$ cat src/rtl/fetch_pkg.sv
// Shared definitions for the instruction-fetch sequencer: FSM state
// encoding, PC increment and the default program ROM word-address width.
package fetch_pkg;

  typedef enum logic [1:0] {
    IDLE = 2'd0,
    RUN  = 2'd1,
    HALT = 2'd2
  } fetch_state_t;

  localparam logic [31:0] PC_STEP = 32'd4;

  localparam int ROM_AW = 6;

endpackage

$ cat src/rtl/fetch_sat_counter.sv
// Saturating up-counter used to tally delivered instructions.
// Only reset clears it; it sticks at all-ones once full.
module fetch_sat_counter #(
  parameter int CNT_W = 16
) (
  input  logic             clk,
  input  logic             rst_n,
  input  logic             inc,
  output logic [CNT_W-1:0] count
);

  localparam logic [CNT_W-1:0] ONE = CNT_W'(1);

  // Count up on each request, stopping at the all-ones value.
  always_ff @(posedge clk or negedge rst_n) begin
    if (!rst_n) begin
      count <= '0;
    end else if (inc && (count != '1)) begin
      count <= count + ONE;
    end
  end

endmodule

$ cat src/rtl/fetch_sequencer.sv
// Instruction-fetch controller: owns the PC, addresses the program ROM,
// and registers the returned word into an instruction register for decode.
// Supports decode stall, branch redirect with squash, and halting once the
// PC walks past the last program word.
module fetch_sequencer #(
  parameter logic [31:0] RESET_PC   = 32'h0,
  parameter int          PROG_WORDS = 12,
  parameter int          ROM_AW     = 6,
  parameter int          CNT_W      = 16
) (
  input  logic              clk,
  input  logic              rst_n,
  input  logic              start,
  input  logic              stall,
  input  logic              branch_valid,
  input  logic [31:0]       branch_target,
  output logic [ROM_AW-1:0] rom_addr,
  input  logic [31:0]       rom_data,
  output logic [31:0]       ir,
  output logic [31:0]       ir_pc,
  output logic              ir_valid,
  output logic              busy,
  output logic              halted,
  output logic [CNT_W-1:0]  fetch_count
);

  import fetch_pkg::*;

  // Word-index limit compared against pc[31:2] so high addresses halt
  // instead of aliasing onto the small ROM.
  localparam logic [29:0] PROG_LIMIT = 30'(PROG_WORDS);

  fetch_state_t state, state_n;
  logic [31:0]  pc, pc_n;
  logic [31:0]  ir_n, ir_pc_n;
  logic         ir_valid_n;
  logic         count_inc;

  assign rom_addr = pc[ROM_AW+1:2];
  assign busy     = (state == RUN);
  assign halted   = (state == HALT);

  // State, PC and instruction register update.
  always_ff @(posedge clk or negedge rst_n) begin
    if (!rst_n) begin
      state    <= IDLE;
      pc       <= RESET_PC;
      ir       <= '0;
      ir_pc    <= '0;
      ir_valid <= 1'b0;
    end else begin
      state    <= state_n;
      pc       <= pc_n;
      ir       <= ir_n;
      ir_pc    <= ir_pc_n;
      ir_valid <= ir_valid_n;
    end
  end

  // Next-state logic; in RUN a branch beats a stall, and the end-of-program
  // check only happens on unstalled cycles.
  always_comb begin
    state_n    = state;
    pc_n       = pc;
    ir_n       = ir;
    ir_pc_n    = ir_pc;
    ir_valid_n = ir_valid;
    count_inc  = 1'b0;
    unique case (state)
      IDLE: begin
        ir_valid_n = 1'b0;
        if (start) begin
          state_n = RUN;
          pc_n    = RESET_PC;
        end
      end
      RUN: begin
        if (branch_valid) begin
          pc_n       = branch_target & ~32'h3;
          ir_valid_n = 1'b0;
        end else if (stall) begin
          pc_n = pc;
        end else if (pc[31:2] >= PROG_LIMIT) begin
          state_n    = HALT;
          ir_valid_n = 1'b0;
        end else begin
          ir_n       = rom_data;
          ir_pc_n    = pc;
          ir_valid_n = 1'b1;
          pc_n       = pc + PC_STEP;
          count_inc  = 1'b1;
        end
      end
      HALT: begin
        ir_valid_n = 1'b0;
        if (start) begin
          state_n = RUN;
          pc_n    = RESET_PC;
        end
      end
      default: begin
        state_n    = IDLE;
        ir_valid_n = 1'b0;
      end
    endcase
  end

  fetch_sat_counter #(
    .CNT_W(CNT_W)
  ) u_count (
    .clk  (clk),
    .rst_n(rst_n),
    .inc  (count_inc),
    .count(fetch_count)
  );

endmodule

$ cat config.mk
export PLATFORM = sky130hd
export DESIGN_NAME = fetch_sequencer
export DESIGN_NICKNAME = d
export VERILOG_FILES = /design/src/rtl/fetch_pkg.sv /design/src/rtl/fetch_sat_counter.sv /design/src/rtl/fetch_sequencer.sv
export SDC_FILE = /design/constraint.sdc
export NUM_CORES = 1
export LEC_CHECK = 0
export CAP_MARGIN = 40
export CORE_MARGIN = 1.5
export CORE_UTILIZATION = 50
export DETAILED_ROUTE_END_ITERATION = 8
export PLACE_DENSITY = 0.82
export RECOVER_POWER = 50
export SYNTH_ARGS = -nofsm -noshare
export SYNTH_HDL_FRONTEND = slang
export SYNTH_HIERARCHICAL = 1
export SYNTH_SLANG_ARGS = --single-unit
$ cat constraint.sdc
create_clock -name clk -period 4.6 [get_ports clk]
set_input_delay 0.92 -clock clk [delete_from_list [all_inputs] [get_ports clk]]
set_output_delay 0.92 -clock clk [all_outputs]
set_load 0.01 [all_outputs]
==> results.py, run 1 <==
metrics = {
    "sta": {
        "fin_crit_ps": 3135,
        "finalClockSkew_ps": 15.21,
        "hold_violations": 0,
        "finalMaxSlewViolations": 34,
        "period_share_pct": 68.15,
        "whs_ps": 506.6,
        "final.setup.tns_ps": 0,
        "max_freq_ghz": 0.3190,
        "worstMarginPinSlew_ps": 1776,
        "setup_viol": 0,
        "fin_ws_ps": 1465,
        "max-slew-margin-rel_pct": -18.37,
        "rsz0062_at_grt": "no",
    },
    "floorplanning": {
        "die_h_um": 102.6,
        "start_util_pct": 51.19,
        "die-area_sq_um": 10520,
        "io_pins": 158,
        "die_x_um": 102.6,
        "core-area_sq_um": 9684,
        "rows": 36,
    },
    "route": {
        "drc_errors": 0,
        "dr.pass1.iters": 4,
        "num_vias": 3815,
        "finalWirelength_um": 11740,
        "drtIter0Drc": 189,
        "detail-route-antenna-nets": 0,
        "drt-vias-per-instance": 5.537,
        "avgRoutedWirePerCell_um": 17.03,
    },
    "synthesis": {
        "ys_seq_area_share_pct": 56.03,
        "synth_flop_cell": "dfrtp_1",
        "syn_avg_cell_area_sq_um": 12.27,
        "synth_edf_count": 0,
        "async_flop_share_pct": 100.0,
        "synth.cell_area_sq_um": 4957,
        "yosysUniqueCellTypes": 58,
        "netlist_instances": 404,
        "synth-seq-cells": 111,
        "ys_warn_count": 6,
    },
    "clock_tree": {
        "cts_resized": 0,
        "cts_sinks": 111,
        "cts.htree.levels": 3,
        "hold_buffers": 0,
        "cts_tree": "done",
        "cts_buffer_depth": 2,
        "clk_pin_slew_ps": 110,
        "cts_made_buffers": 9,
        "clk_latency_ps": 380,
        "cts_setup_buffers": 0,
        "clockRootBuffer": "clkbuf_8",
    },
    "finish": {
        "n_antenna_cell": 0,
        "synthToLayoutAreaGrowth_pct": 36.14,
        "drive_above_1_share_pct": 16.19,
        "final_cell_mix": "clkdlybuf4s50_1 (113), dfrtp_1 (111), dlygate4sd3_1 (39)",
        "n_fill_cell": 732,
        "finalNetCount": 623,
        "layout_commonest_cell": "clkdlybuf4s50_1",
        "multiInputGateArea_sq_um": 1998,
        "final-seq-area_sq_um": 2778,
    },
    "placement": {
        "place.gp.congestion": 0.8559,
        "hpwl_um": 8591,
        "post-place-ws_ps": 1322,
        "port_buffers": 153,
    },
    "setup_path": {
        "path_class": "flip-flop to flip-flop",
        "worstPathArrival_ps": 3400,
        "startpoint_type": "flip-flop",
        "path_max_fanout": 51,
        "critPathRequiredTime_ps": 4860,
        "cp-end-kind": "flip-flop",
    },
    "power_and_ir_drop": {
        "ir_drop_mv": 0.2731,
        "p_per_area_nw_per_um2": 468.6,
        "p_leak_nw": 3.142,
    },
    "min_path": {
        "hp-class": "flip-flop to flip-flop",
    },
    "global_route": {
        "grt_max_degree": 61,
        "grt_first_pass_wirelength_um": 18520,
        "grt_pass1_vias": 3816,
        "grt-ovfl-total": 0,
        "grt_use_total_pct": 22.84,
        "antenna_found_initial": 0,
    },
    "flow_run": {
        "max-cap-violations": 1,
    },
    "run_status": {
        "violations": "capacitance limit, slew limit",
        "status": "complete, but fails checks",
    },
}
-- synthesized netlist by cell type (2+ instances only) --
library cell	n	share of area [%]
nand3_1	14	1.4
nor4_1	5	0.63
a21bo_2	10	2.0
ha_1	3	0.76
o31ai_1	7	1.1
o21ai_0	6	0.61
a22o_1	19	3.4
nor4_4	2	0.86
nor3_2	2	0.40
and3_1	2	0.25
dfrtp_1	111	56
nand2_1	36	2.7
o41ai_1	4	0.71
clkbuf_1	8	0.61
or4_1	3	0.45
xor2_1	2	0.35
buf_6	3	0.68
nand4_1	22	2.8
buf_4	10	1.5
or4_4	2	0.45
nand2b_1	3	0.38
nor2b_1	28	3.5
mux2_2	38	8.6
a31oi_1	3	0.38
nor2_1	6	0.45
buf_2	5	0.50
o21a_1	5	0.76
a21oi_1	4	0.40
or2_2	2	0.25
o21bai_1	2	0.30
xnor2_1	5	0.88
inv_1	6	0.45
-- cell families after synthesis --
| kind of cell | share of synthesized area, % |
|---|---|
| AND/OR/NAND/NOR | 17.77 |
| flip-flops | 56.03 |
| AO/OA/AOI/OAI | 11.31 |
| other | 0.07565 |
| buffers and inverters | 3.761 |
| adder cells (fa/ha/maj) | 0.7573 |
| XOR/XNOR | 1.237 |
| multiplexers | 9.061 |
-- registers in the layout (all words and copies together) (netlist names) --
register       flops
ir                32
ir_pc             30
pc                30
u_count/count     16
state              2
ir_valid           1
-- per-layer routing --
| metal | share of wire (%) | vias up | global-route usage [%] |
|---|---|---|---|
| met1 | 40 | 1858 | 27.82 |
| met2 | 50 | 163 | 38.87 |
| met5 | 0 | - | 0 |
| met3 | 7.5 | 26 | 6.305 |
| met4 | 2.7 | 0 | 8.746 |
| li1 | - | 1768 | - |
-- report_power, final --
part | switching, W | internal, W | leakage [nW]
clock | 0.000351 | 0.000208 | 0.0929
sequential | 0.000239 | 0.00124 | 1.51
combinational | 0.000493 | 0.000628 | 1.54
-- metrics by stage --
step	total power (W)	area, sq um	util (%)	instances
floorplan	0.002074	4961	-	405
global placement	0.002607	6551	67.65	672
detailed placement	0.002680	6579	67.93	673
CTS	0.003240	6761	69.82	689
global route	0.003363	6749	69.69	689
finish	0.003163	6749	69.69	689
-- layout make-up --
cell class                      count  share of cell area [%]
Clock buffer                        9                   1.835
Clock inverter                      7                  0.8713
Inverter                            6                  0.3337
Multi-Input combinational cell    262                   29.61
Sequential cell                   111                   41.16
Tap cell                          133                   2.466
Timing Repair Buffer              161                   23.73
-- critical path, cell delays in order (launching register included) --
cell and delay (ps):
dfrtp_1 440, nor4_1 410, nand4_1 240, nor3_1 460, nor3b_4 260, buf_4 260
buf_4 510, mux2_2 400
-- path summary, 6_finish.rpt --
check / from / end / slack (ps) / cells after the start
worst max register to register: pc[17] / ir[6] / 1460 / 7
worst min register to register: ir_pc[25] / ir_pc[25] / 510 / 1
worst min-delay path: ir_pc[25] / ir_pc[25] / 510 / 1
min in group asynchronous: rst_n / ir[16] / 700 / 1
max in group asynchronous: rst_n / pc[31] / 1690 / 2
worst max-delay path: pc[17] / ir[6] / 1460 / 7
Note: power is estimated with default switching activity, not from simulation.
==> inputs of run 2 (changes only) <==
Settings changed: CORE_UTILIZATION 50 to 42, PLACE_DENSITY 0.82 to 0.74.
Clock period 4.6 ns to 2.7 ns, I/O delays scaled along.
==> results.py, run 2 (same netlist as run 1, synthesis figures left out) <==
metrics = {
    "floorplanning": {
        "die_h_um": 111.6,
        "rows": 39,
        "die_x_um": 111.6,
        "die-area_sq_um": 12460,
        "io_pins": 158,
        "start_util_pct": 43.23,
        "core-area_sq_um": 11470,
    },
    "min_path": {
        "worstHoldPathCells": 1,
        "hp-class": "flip-flop to flip-flop",
    },
    "finish": {
        "final_cell_mix": "clkdlybuf4s50_1 (112), dfrtp_1 (111), dlygate4sd3_1 (40)",
        "n_fill_cell": 942,
        "finalNetCount": 633,
        "n_antenna_cell": 0,
        "finalNonFillerCells": 708,
        "largest_register_ffs": 32,
        "synthToLayoutAreaGrowth_pct": 41.54,
        "layout_commonest_cell": "clkdlybuf4s50_1",
        "drive_above_1_share_pct": 18.58,
        "reg_top3": "ir: 32 flops, ir_pc: 30 flops, pc: 30 flops",
        "top_register": "ir",
    },
    "setup_path": {
        "worstPathArrival_ps": 1950,
        "path_class": "flip-flop to output pin",
        "cpLargestDelayFamily": "buffers and inverters",
        "critPathBufInv": 2,
        "cp_cell_sequence": "nor2b_1, buf_4, clkdlybuf4s50_1",
        "critPathRequiredTime_ps": 2160,
        "worstSetupPathDepth": 3,
        "cpPeakStageDelay_ps": 680,
        "startpoint_type": "flip-flop",
        "crit_slowest_cell": "dfrtp_1",
        "cp-end-kind": "output pin",
        "reg2reg_depth": 7,
        "path_max_fanout": 16,
    },
    "placement": {
        "port_buffers": 153,
        "place.gp.congestion": 0.8548,
        "hpwl_um": 8563,
        "dp.cells": 691,
    },
    "sta": {
        "setup_viol": 0,
        "rsz0062_at_grt": "no",
        "period_share_pct": 92.32,
        "finalMaxSlewViolations": 38,
        "worstMarginPinSlew_ps": 2097,
        "hold_violations": 0,
        "fin_crit_ps": 2493,
        "final.setup.tns_ps": 0,
        "max-slew-margin-rel_pct": -39.81,
        "finalClockSkew_ps": 8.891,
        "max_freq_ghz": 0.4012,
    },
    "route": {
        "detail-route-antenna-nets": 0,
        "dr.pass1.iters": 4,
        "drc_errors": 0,
        "drt-vias-per-instance": 5.404,
        "num_vias": 3826,
        "drtIter0Drc": 192,
        "avgRoutedWirePerCell_um": 16.96,
        "finalWirelength_um": 12010,
    },
    "run_status": {
        "violations": "capacitance limit, slew limit",
        "status": "complete, but fails checks",
    },
    "global_route": {
        "grt_use_total_pct": 19.53,
        "grt_pass1_vias": 3841,
        "grt_first_pass_wirelength_um": 19820,
        "grt_max_degree": 75,
        "grt-ovfl-total": 0,
        "antenna_found_initial": 0,
    },
    "power_and_ir_drop": {
        "ir_drop_mv": 0.4187,
        "p_total_w": 0.005854,
        "p_per_area_nw_per_um2": 834.3,
        "p_leak_nw": 3.272,
    },
    "clock_tree": {
        "cts_buffer_depth": 2,
        "cts_made_buffers": 9,
        "cts.htree.levels": 3,
        "cts_sinks": 111,
        "clk_latency_ps": 330,
        "clockRootBuffer": "clkbuf_16",
        "cts_tree": "done",
        "clk_pin_slew_ps": 70,
    },
    "flow_run": {
        "max-cap-violations": 1,
    },
}
run 2: cell types whose count changed in the layout (fill, tap and decap cells not counted), moves of 3 or more:
cell       change
buf_4          +8
clkbuf_16     +10
clkbuf_8       -9
clkinv_4       +3
inv_6          -3
nor4_1         -4
nor4_2         +4
run 2: power by group:
group | switching [W] | internal (W) | total [W]
Combinational | 0.000872 | 0.00116 | 0.00203
Clock | 0.000576 | 0.000721 | 0.00130
Sequential | 0.000408 | 0.00212 | 0.00253
run 2: path summary, 6_finish.rpt:
kind	startpoint	endpoint	slack (ps)
worst max-delay path	state[0]	busy	210
worst min-delay path	ir_pc[11]	ir_pc[11]	490
worst max register to register	pc[21]	ir[16]	240
worst min register to register	ir_pc[11]	ir_pc[11]	490
max in group asynchronous	rst_n	ir_pc[6]	670
min in group asynchronous	rst_n	pc[31]	800
run 2: timing repair:
item	in CTS	in global routing
gates resized for setup	0	5
hold buffers	0	0
buffers inserted	0	1
setup endpoints to repair	0	57
run 2: final cells by class:
class / count / area (sq um) / share of cell area (%)
timing repair buffer: 171 / 1714 / 24.43
clock buffer: 9 / 225.2 / 3.210
multi-input combinational: 262 / 2028 / 28.91
sequential: 111 / 2778 / 39.59
clock inverter: 6 / 70.07 / 0.9986
tap: 143 / 178.9 / 2.550
inverter: 6 / 22.52 / 0.3210
run 2: metal layers:
metal,global-route usage (%),up-vias,wire length (um)
met5,0,-,0
li1,-,1786,-
met4,7.089,0,226
met2,30.73,143,5675
met1,27.02,1879,5404
met3,3.865,18,699
run 2: per-stage QoR:
step	setup WS, ps	hold WS [ps]	util (%)	instance area, sq um
after floorplan	143.4	244.4	-	4961
after global placement	-40.10	481.9	57.98	6649
after detailed placement	73.79	483.9	58.08	6660
after CTS	116.4	172.8	60.65	6955
after global routing	7.533	513.0	61.19	7017
final	207.3	493.3	61.19	7017
==> inputs of run 3 (changes only) <==
Settings changed: CORE_UTILIZATION 42 to 50, DONT_BUFFER_PORTS set to 1, PLACE_DENSITY 0.74 to 0.65, SETUP_SLACK_MARGIN set to 0.5.
==> results.py, run 3 (same netlist as run 1, synthesis figures left out) <==
metrics = {
    "floorplanning": {
        "io_pins": 158,
        "core-area_sq_um": 9684,
        "die-area_sq_um": 10520,
        "rows": 36,
        "start_util_pct": 51.19,
        "die_h_um": 102.6,
        "die_x_um": 102.6,
    },
    "run_status": {
        "violations": "hold timing",
        "status": "complete, but fails checks",
    },
    "route": {
        "finalWirelength_um": 10820,
        "dr.pass1.iters": 4,
        "avgRoutedWirePerCell_um": 19.05,
        "drtIter0Drc": 120,
        "drc_errors": 0,
        "drt-vias-per-instance": 5.826,
        "detail-route-antenna-nets": 0,
        "num_vias": 3309,
    },
    "global_route": {
        "grt_use_total_pct": 20.01,
        "grt_pass1_vias": 3322,
        "grt_first_pass_wirelength_um": 16220,
        "antenna_found_initial": 0,
        "grt-ovfl-total": 0,
        "grt_max_degree": 112,
    },
    "sta": {
        "final.setup.tns_ps": 0,
        "period_share_pct": 91.12,
        "rsz0062_at_grt": "yes",
        "setup_viol": 0,
        "whs_ps": -142.8,
        "finalClockSkew_ps": 14.18,
        "finalMaxSlewViolations": 0,
        "max_freq_ghz": 0.4065,
        "fin_crit_ps": 2460,
        "hold_violations": 111,
    },
    "setup_path": {
        "path_class": "flip-flop to flip-flop",
        "worstPathArrival_ps": 2710,
        "reg2reg_slack_ps": 240,
        "path_max_fanout": 5,
        "critPathRequiredTime_ps": 2950,
        "cp-end-kind": "flip-flop",
        "startpoint_type": "flip-flop",
    },
    "finish": {
        "top_register": "ir",
        "synthToLayoutAreaGrowth_pct": 17.34,
        "drive_above_1_share_pct": 32.41,
        "layout_commonest_cell": "dfrtp_1",
        "n_antenna_cell": 0,
        "reg_top3": "ir: 32 flops, ir_pc: 30 flops, pc: 30 flops",
        "n_fill_cell": 785,
        "final_cell_mix": "dfrtp_1 (111), nand2_1 (33), nor2b_1 (25)",
        "largest_register_ffs": 32,
        "finalNetCount": 502,
    },
    "power_and_ir_drop": {
        "sw_frac_of_total_pct": 34.66,
        "switching_power_w": 0.001771,
        "seqPwrFrac_pct": 51.9,
        "p_per_area_nw_per_um2": 878.5,
        "comb_power_share_pct": 30.6,
        "p_leak_nw": 2.745,
        "ir_drop_mv": 0.6204,
        "p_total_w": 0.005110,
        "p_int_w": 0.003339,
        "clkPwrFrac_pct": 17.6,
    },
    "clock_tree": {
        "cts_tree": "done",
        "clk_latency_ps": 370,
        "cts_sinks": 111,
        "cts.htree.levels": 3,
        "clk_pin_slew_ps": 100,
        "cts_made_buffers": 9,
        "clockRootBuffer": "clkbuf_8",
        "cts_buffer_depth": 2,
    },
    "min_path": {
        "hp-class": "input pin to async pin",
    },
    "placement": {
        "port_buffers": 0,
        "hpwl_um": 7070,
        "place.gp.congestion": 0.8256,
    },
    "flow_run": {
        "max-cap-violations": 0,
    },
}
==> run 3: cell count changes in the layout (fill, tap and decap cells not counted), sizes merged <==
cell	delta
clkinv	+1
inv	+1
clkdlybuf4s50	-112
dlygate4sd3	-40
bufbuf	+1
bufinv	-1
buf	+20
==> run 3: path summary, 6_finish.rpt <==
| kind | startpoint | endpoint | depth (start not counted) |
|---|---|---|---|
| max in group asynchronous | rst_n | ir_valid | 0 |
| worst min register to register | pc[31] | pc[31] | 1 |
| worst max register to register | pc[17] | ir[10] | 8 |
| worst max-delay path | pc[17] | ir[10] | 8 |
| worst min-delay path | rst_n | ir[29] | 0 |
| min in group clk | start | state[1] | 1 |
==> run 3: layer usage <==
layer,up-vias,share of wire (%),GRT usage [%]
li1,1516,-,-
met1,1660,43,26.04
met2,122,48,33.01
met3,11,7.7,4.746
met4,0,1.2,6.849
met5,-,0,0
==> run 3: layout make-up <==
type	instances	area, sq um	area share, %
Clock buffer	9	123.9	2.129
Timing Repair Buffer	40	495.5	8.518
Clock inverter	7	46.29	0.7959
Tap cell	133	166.4	2.861
Inverter	6	22.52	0.3872
Sequential cell	111	2778	47.75
Multi-Input combinational cell	262	2185	37.56
==> run 3: worst max-delay path, cell delays in order (launching register included) <==
cell and delay (ps):
dfrtp_1 410, nor4_2 350, nand4_1 230, nor3_4 220, nor3b_4 280, buf_12 150, buf_4 130, bufbuf_16 260
mux2_2 320
==> run 3: power by group through the flow <==
| stage | clock (W) | combinational [W] | sequential [W] |
|---|---|---|---|
| floorplan | 0 | 0.000999 | 0.00257 |
| global placement | 0 | 0.00121 | 0.00265 |
| detailed placement | 0 | 0.00126 | 0.00267 |
| CTS | 0.000922 | 0.00142 | 0.00264 |
| global route | 0.00100 | 0.00171 | 0.00273 |
| finish | 0.000897 | 0.00156 | 0.00265 |
==> run 3: what timing repair did <==
item | in CTS | in global routing
endpoints found under the setup margin | 58 | 94
buffers inserted | 17 | 3
hold endpoints to repair | 111 | 111
resized for setup | 20 | 43
pin swaps | 4 | 4
gates cloned | 3 | 2
==> run 3: through the flow <==
step | area, sq um | hold slack [ps] | setup slack (ps) | utilization (%) | std cells
floorplan | 4990 | 244.4 | 371.4 | - | 405
global placement | 5114 | 246.4 | 192.3 | 52.80 | 527
detailed placement | 5114 | 246.6 | 152.1 | 52.80 | 527
CTS | 5588 | -160.0 | 292.0 | 57.70 | 563
global route | 5817 | -171.4 | 98.26 | 60.06 | 568
finish | 5817 | -142.8 | 239.7 | 60.06 | 568
